--- src/rtl/if_stage.sv ---
// Instruction-fetch stage: PC register, single-outstanding imem handshake and IF/ID register.
// Optional `IF_PERF_EN adds bubble/flush event counters.
module if_stage #(
    parameter logic [31:0] RESET_PC  = 32'h0000_0000,
    parameter logic [31:0] NOP_INSTR = 32'h0000_0013
) (
    input  logic        clk,
    input  logic        reset,
    input  logic        IFWrite,
    input  logic        Branch,
    input  logic        Jump,
    input  logic [31:0] JumpAddr,
    output logic        imem_req,
    output logic [31:0] imem_addr,
    input  logic [31:0] imem_rdata,
    input  logic        imem_valid,
    output logic [31:0] Instruction_id,
    output logic [31:0] PC_id
`ifdef IF_PERF_EN
    ,
    output logic [31:0] perf_bubble_cnt,
    output logic [31:0] perf_flush_cnt
`endif
);

    typedef enum logic [1:0] {FETCH, HOLD, DISCARD} state_t;

    state_t      state, state_next;
    logic [31:0] pc_if, pc_if_next;
    logic [31:0] instr_next, pc_id_next;
    logic [31:0] skid, skid_next;
    logic [31:0] target, target_next;
    logic        redirect;
    logic        load_nop;

    // Redirects resolved in ID are only trusted when ID itself is advancing.
    assign redirect  = (Branch | Jump) & IFWrite;
    assign imem_addr = pc_if;

    // NOTE: sequential state uses non-blocking assignments so every register samples pre-edge values.
    always_ff @(posedge clk) begin
        if (reset) state <= FETCH;
        else       state <= state_next;
    end

    // NOTE: every combinational output gets a default first, so no path can infer a latch.
    always_comb begin
        state_next = state;
        case (state)
            FETCH: begin
                if (imem_valid) begin
                    if (!redirect && !IFWrite) state_next = HOLD;
                end else if (redirect) begin
                    state_next = DISCARD;
                end
            end
            HOLD:    if (redirect || IFWrite) state_next = FETCH;
            DISCARD: if (imem_valid) state_next = FETCH;
            default: state_next = FETCH;
        endcase
    end

    always_comb begin
        imem_req    = !reset && (state != HOLD);
        pc_if_next  = pc_if;
        instr_next  = Instruction_id;
        pc_id_next  = PC_id;
        skid_next   = skid;
        target_next = target;
        load_nop    = 1'b0;
        case (state)
            FETCH: begin
                if (imem_valid) begin
                    if (redirect) begin
                        load_nop   = 1'b1;
                        pc_if_next = JumpAddr;
                    end else if (IFWrite) begin
                        instr_next = imem_rdata;
                        pc_id_next = pc_if;
                        pc_if_next = pc_if + 32'd4;
                    end else begin
                        skid_next = imem_rdata;
                    end
                end else if (redirect) begin
                    load_nop    = 1'b1;
                    target_next = JumpAddr;
                end else if (IFWrite) begin
                    load_nop = 1'b1;
                end
            end
            HOLD: begin
                if (redirect) begin
                    load_nop   = 1'b1;
                    pc_if_next = JumpAddr;
                end else if (IFWrite) begin
                    instr_next = skid;
                    pc_id_next = pc_if;
                    pc_if_next = pc_if + 32'd4;
                end
            end
            DISCARD: begin
                // The stale response is dropped; the newest redirect target wins.
                if (IFWrite)  load_nop    = 1'b1;
                if (redirect) target_next = JumpAddr;
                if (imem_valid) pc_if_next = redirect ? JumpAddr : target;
            end
            default: ;
        endcase
        if (load_nop) instr_next = NOP_INSTR;
    end

    always_ff @(posedge clk) begin
        if (reset) begin
            pc_if          <= RESET_PC;
            Instruction_id <= NOP_INSTR;
            PC_id          <= 32'h0;
            skid           <= 32'h0;
            target         <= 32'h0;
        end else begin
            pc_if          <= pc_if_next;
            Instruction_id <= instr_next;
            PC_id          <= pc_id_next;
            skid           <= skid_next;
            target         <= target_next;
        end
    end

`ifdef IF_PERF_EN
    // load_nop only fires with IFWrite=1, so it is exactly the bubble event.
    always_ff @(posedge clk) begin
        if (reset) begin
            perf_bubble_cnt <= 32'h0;
            perf_flush_cnt  <= 32'h0;
        end else begin
            perf_bubble_cnt <= perf_bubble_cnt + {31'h0, load_nop};
            perf_flush_cnt  <= perf_flush_cnt + {31'h0, redirect};
        end
    end
`endif

endmodule
--- config.mk ---
export PLATFORM = sky130hd
export DESIGN_NAME = if_stage
export DESIGN_NICKNAME = d
export VERILOG_FILES = /design/src/rtl/if_stage.sv
export SDC_FILE = /design/constraint.sdc
export NUM_CORES = 1
export LEC_CHECK = 0
export CORE_UTILIZATION = 45
export CTS_BUF_LIST = sky130_fd_sc_hd__clkbuf_4
export CTS_CLUSTER_SIZE = 30
export DETAILED_ROUTE_END_ITERATION = 6
export PLACE_DENSITY = 0.84
export SLEW_MARGIN = 20
export SYNTH_ARGS = -nofsm -noshare
export SYNTH_HDL_FRONTEND = slang
export SYNTH_SLANG_ARGS = --single-unit
--- constraint.sdc ---
create_clock -name clk -period 2.1 [get_ports clk]
set_input_delay 0.315 -clock clk [delete_from_list [all_inputs] [get_ports clk]]
set_output_delay 0.315 -clock clk [all_outputs]
set_load 0.03 [all_outputs]
==> results of run 1 <==
[per-stage QoR]
step / hold slack, ns / instance area [µm²]
after floorplan: 0.4319 / 7138
after global placement: 0.4389 / 9449
after detailed placement: 0.4462 / 9449
after CTS: 0.1076 / 9699
after global routing: 0.1141 / 9744
final: 0.1395 / 9747
[repair_timing]
item | CTS | global route
endpoints found under the setup margin | 20 | 18
setup buffers | 0 | 2
gates resized for setup | 20 | 12
[cells by family (layout without fill, tap and decap cells)]
| family | Yosys count | count (layout) | share of synthesized area (%) |
|---|---|---|---|
| mux | 34 | 34 | 4.791 |
| flops | 162 | 162 | 45.66 |
| other cells | 0 | 1 | 0 |
| buf+inv | 84 | 286 | 4.597 |
| compound gates | 263 | 263 | 22.72 |
| simple gates | 360 | 360 | 22.05 |
| fa+ha+maj | 1 | 1 | 0.1761 |
[layout make-up]
| type | count | share of cell area (%) |
|---|---|---|
| multi-input cells | 658 | 36.68 |
| clock buffers | 18 | 1.386 |
| flip-flops and latches | 162 | 33.50 |
| diodes | 1 | 0.02567 |
| inverters | 10 | 0.3851 |
| clock inverters | 14 | 1.438 |
| well taps | 211 | 2.709 |
| repair buffers | 244 | 23.88 |
[synthesized netlist by cell type, types with 3 or more instances]
master	instances
or2_2	4
o21a_1	3
a211o_1	4
nor4_1	6
nand2_1	228
o21ai_0	22
buf_1	6
and3_1	8
mux2i_1	34
a211oi_1	34
a31oi_1	14
nor3_1	6
o211ai_1	14
clkbuf_1	59
o32ai_1	4
nand4_1	11
nor2_1	48
dfxtp_1	162
a21oi_1	135
a311oi_1	5
o211a_1	6
a21o_1	3
buf_2	9
nand3_1	27
inv_1	10
or4_1	8
[per-layer routing]
layer	up-vias	part of all wire (%)	GRT usage, %
li1	3574	-	-
met1	3397	42	35.15
met2	351	45	43.07
met3	68	8.5	4.774
met4	0	3.9	12.94
met5	-	0	0
[power by group through the flow]
stage / Combinational, W / Clock, W / Sequential [W]
4_1_cts: 0.00118 / 0.00186 / 0.00329
3_3_place_gp: 0.00117 / 0 / 0.00335
5_1_grt: 0.00129 / 0.00199 / 0.00331
2_1_floorplan: 0.000496 / 0 / 0.00349
6_report: 0.00119 / 0.00183 / 0.00329
3_5_place_dp: 0.00119 / 0 / 0.00336
[registers in the layout (all words and copies together) (netlist names)]
name and count:
state 2, skid 32, PC_id 32, Instruction_id 32
imem_addr 32, target 32
[worst max path at each step]
| stage | from | endpoint | slack (ns) |
|---|---|---|---|
| after floorplan | imem_addr[2] | imem_addr[20] | 0.01 |
| after global placement | imem_valid | imem_addr[28] | 0.001 |
| after detailed placement | IFWrite | imem_addr[19] | -0.06 |
| after CTS | imem_addr[6] | imem_addr[6] | 0.002 |
| after global routing | imem_addr[2] | imem_addr[30] | 0.01 |
| final | imem_addr[13] | imem_addr[13] | 0.05 |
==> impl_metrics.yaml, run 1 <==
run_status:
  status: "finished clean"
setup_path:
  r2r_end: "imem_addr[21]"
  cp.arrival_ns: 1.73
  cp_top_family: "buffers and inverters"
  r2r_cells: 5
  cp.buffers_inverters: 1
  reg2reg_slack_ns: 0.08
  cp_cell_sequence: "clkdlybuf4s50_1"
  cp-start-kind: "register"
  slowest_stage: "clkdlybuf4s50_1"
  worstPathRequired_ns: 1.78
  crit_path_max_incr_delay_ns: 0.70
  critPathMaxFanout: 5
  crit-reg2reg-launch: "imem_addr[5]"
  critPathKind: "register to output pin"
  critPathCaptureType: "output pin"
  worstSetupPathDepth: 1
clocking:
  clockRootBuffer: "clkbuf_4"
  path_clk_slew_ns: 0.14
  clock_latency_ns: 0.59
  hold_buffers: 0
  htree_levels: 4
  clk_path_buf_depth: 2
  cts_tree: "built"
  cts_buffers: 17
  clock-sinks: 162
synthesis:
  synthArstFlopShare_pct: 0
  yosys_warnings: 0
  netlist_area_mm2: 0.007103
  ys_ff_latch: 162
  synth.area.top_cells: "dfxtp_1, nand2_1, a21oi_1, mux2i_1, a211oi_1"
  synth-edff-count: 0
  yosys.area.top_type: "dfxtp_1"
  synth_cell_types: 50
  yosysSeqAreaShare_pct: 45.66
  syn-num-nets: 975
  synth_ff_type: "dfxtp_1"
  avgSynthCellArea_um2: 7.857
  yosysTopAreaCellShare_pct: 45.66
  netlist_instances: 904
power:
  internal_power_w: 0.004419
  vdd.ir_drop.worst_v: 0.0003904
  seqPwrFrac_pct: 52.1
  pwr-share-comb_pct: 18.9
  switching_share_pct: 30.01
  power_w: 0.006314
  p_leak_nw: 3.842
  powerDensity_mw_per_mm2: 647.8
  p_clk_share_pct: 29.0
  p_sw_w: 0.001895
final_layout:
  regArea_mm2: 0.003266
  final_common_cell: "nand2_1"
  multi_input_area_mm2: 0.003575
  most-common-layout-cells: "nand2_1, dfxtp_1, a21oi_1, clkdlybuf4s50_1, buf_4"
  fillers: 1319
  fin_cells: 1318
  finish.utilization_pct: 63.64
  drive_gt1_share_pct: 12.66
  nNetsFinal: 1164
  area_growth_pct: 37.22
timing:
  period_minus_slack_ns: 2.046
  setup_tns_ns: 0
  rsz0062_at_grt: "no"
  final.period_utilization_pct: 97.43
  clock.fmax_ghz: 0.4887
  slew_headroom_pct: 69.26
  worst_slack_ns: 0.05389
  finClkSkew_ns: 0.01958
  setup_viol: 0
  drv_slew: 0
  finalHoldViolCount: 0
  tightest_slew_ns: 0.4569
floorplan:
  die_h_um: 127.6
  fp.coreArea_mm2: 0.01531
  pin_count: 167
  dieArea_mm2: 0.01629
  rows: 45
  start_util_pct: 46.38
  die_x_um: 127.6
grt:
  grt_usage_pct: 26.90
  grt_pass1_vias: 6918
  grt_max_degree: 67
  grt_pass1_wl_mm: 34.58
  antenna_found_initial: 0
  overflow: 0
detailed_routing:
  wl_per_cell_um: 16.37
  wl_mm: 21.58
  drc: 0
  vias_per_cell: 5.607
  drtIter0Drc: 541
  vias: 7390
  firstDrtPassIters: 5
  antenna_left: 0
hold_path:
  worstHoldStart: "reset"
  holdPathStages: 2
  hold_class: "input pin to register"
  hold_end: "skid[16]"
placement:
  dp.cells: 1283
  dp_hpwl_mm: 15.36
  numPortBuffers: 166
  pre_cts_ws_ns: -0.05949
  gp_congestion: 0.9200
run:
  drv_cap: 0
Note: power is estimated with default switching activity, not from simulation.
==> inputs of run 2 (changes only) <==
--- a/config.mk
+++ b/config.mk
@@ -10,6 +10,7 @@
 export CTS_CLUSTER_SIZE = 30
 export DETAILED_ROUTE_END_ITERATION = 6
 export PLACE_DENSITY = 0.84
+export RECOVER_POWER = 50
 export SLEW_MARGIN = 20
 export SYNTH_ARGS = -nofsm -noshare
 export SYNTH_HDL_FRONTEND = slang
==> run 2 against run 1 <==
Effect of this change: final area decreased by 1.3%; largest cell class unchanged; critical endpoint unchanged; clock skew fell by 0.0038 ns; non-clock buffer count unchanged; worst hold slack improved by 0.014 ns; first-iteration DRC count fell by 3.5%; via count increased by 0.57%.
==> impl_metrics.yaml, run 2 (synthesis results as in run 1) <==
clocking:
  clock_latency_ns: 0.58
  clock-sinks: 162
  htree_levels: 4
  clk_path_buf_depth: 2
  path_clk_slew_ns: 0.14
  cts_buffers: 17
  clockRootBuffer: "clkbuf_4"
  cts_tree: "built"
setup_path:
  crit_path_max_incr_delay_ns: 0.70
  critPathMaxFanout: 5
  cp_top_family: "buffers and inverters"
  critPathKind: "register to output pin"
  worstSetupPathDepth: 1
  reg2reg_slack_ns: 0.09
  r2r_cells: 5
  worstPathRequired_ns: 1.78
  cp-start-kind: "register"
  cp.buffers_inverters: 1
  slowest_stage: "clkdlybuf4s50_1"
  critPathCaptureType: "output pin"
  cp_cell_sequence: "clkdlybuf4s50_1"
  cp.arrival_ns: 1.73
placement:
  pre_cts_ws_ns: -0.05949
  dp_hpwl_mm: 15.36
  place_area_mm2: 0.009449
  gp_congestion: 0.9200
  numPortBuffers: 166
grt:
  grt_max_degree: 67
  antenna_found_initial: 0
  grt_pass1_vias: 6918
  grt_pass1_wl_mm: 34.58
  overflow: 0
  grt_usage_pct: 26.90
timing:
  finClkSkew_ns: 0.01576
  setup_tns_ns: 0
  setup_viol: 0
  clock.fmax_ghz: 0.4887
  finalHoldViolCount: 0
  fin_hold_ws_ns: 0.1535
  rsz0062_at_grt: "no"
  worst_slack_ns: 0.05394
  final.period_utilization_pct: 97.43
  tightest_slew_ns: 0.7883
  slew_headroom_pct: 47.32
  period_minus_slack_ns: 2.046
  drv_slew: 0
floorplan:
  start_util_pct: 46.38
  pin_count: 167
  dieArea_mm2: 0.01629
  fp.coreArea_mm2: 0.01531
  die_x_um: 127.6
  die_h_um: 127.6
  rows: 45
run:
  drv_cap: 0
detailed_routing:
  vias_per_cell: 5.639
  firstDrtPassIters: 5
  drtIter0Drc: 522
  vias: 7432
  drc: 0
  wl_mm: 21.58
  wl_per_cell_um: 16.37
  antenna_left: 0
run_status:
  status: "finished clean"
power:
  vdd.ir_drop.worst_v: 0.0003874
  p_leak_nw: 3.643
  power_w: 0.006290
  powerDensity_mw_per_mm2: 653.8
final_layout:
  most-common-layout-cells: "nand2_1, dfxtp_1, a21oi_1"
  fillers: 1346
  nNetsFinal: 1164
  final_area_mm2: 0.009620
  final_common_cell: "nand2_1"
  drive_gt1_share_pct: 12.21
  area_growth_pct: 35.44
hold_path:
  holdPathStages: 2
  hold_class: "input pin to register"
-- run 2: cell types whose count changed in the layout (fill, tap and decap cells not counted), moves of 2 or more --
cell            change
clkbuf_1           +12
dlymetal6s2s_1      -9
buf_4               -7
clkbuf_2            +4
buf_12              -2
-- run 2: routing by layer --
layer	wire length [µm]	up-vias	global-route usage, %
met3	1832	63	4.774
met5	0	-	0
met1	9054	3448	35.15
met4	824	0	12.94
met2	9864	352	43.07
li1	-	3569	-
-- run 2: final cells by class --
class	instances	area (µm²)	share of cell area, %
multi-input combinational	658	3570	37.10
timing repair buffer	244	2206	22.93
tap	211	264.0	2.744
antenna	1	2.502	0.02601
inverter	10	37.54	0.3902
sequential	162	3266	33.94
clock inverter	14	140.1	1.457
clock buffer	18	135.1	1.405
-- run 2: worst paths after layout --
kind | to | startpoint
max | imem_addr[13] | imem_addr[13]
min | skid[16] | reset
max reg2reg | imem_addr[21] | imem_addr[5]
min reg2reg | skid[15] | skid[15]
-- run 2: what timing repair did --
action | in CTS | in global routing
buffers inserted | 0 | 2
hold buffers | 0 | 0
endpoints found under the setup margin | 20 | 18
gates cloned | 0 | 0
gates resized for setup | 20 | 12
endpoints found under the hold margin | 0 | 0
pin swaps | 0 | 0
-- run 2: power breakdown --
| group | total [W] | internal (W) | switching, W |
|---|---|---|---|
| logic | 0.00117 | 0.000484 | 0.000688 |
| clock network | 0.00183 | 0.000712 | 0.00112 |
| registers | 0.00329 | 0.00320 | 0.0000874 |
-- run 2: through the flow --
step                utilization, %  instances
floorplan                        -        904
global placement             61.70       1283
detailed placement           61.70       1283
CTS                          63.33       1315
global route                 62.80       1317
finish                       62.82       1318
==> inputs of run 3 (changes only) <==
--- a/config.mk
+++ b/config.mk
@@ -5,6 +5,7 @@
 export SDC_FILE = /design/constraint.sdc
 export NUM_CORES = 1
 export LEC_CHECK = 0
+export CAP_MARGIN = 0
 export CORE_UTILIZATION = 45
 export CTS_BUF_LIST = sky130_fd_sc_hd__clkbuf_4
 export CTS_CLUSTER_SIZE = 30
==> results of run 3 <==
Same layout as run 2: the final DEF is identical, and so are final timing and power.
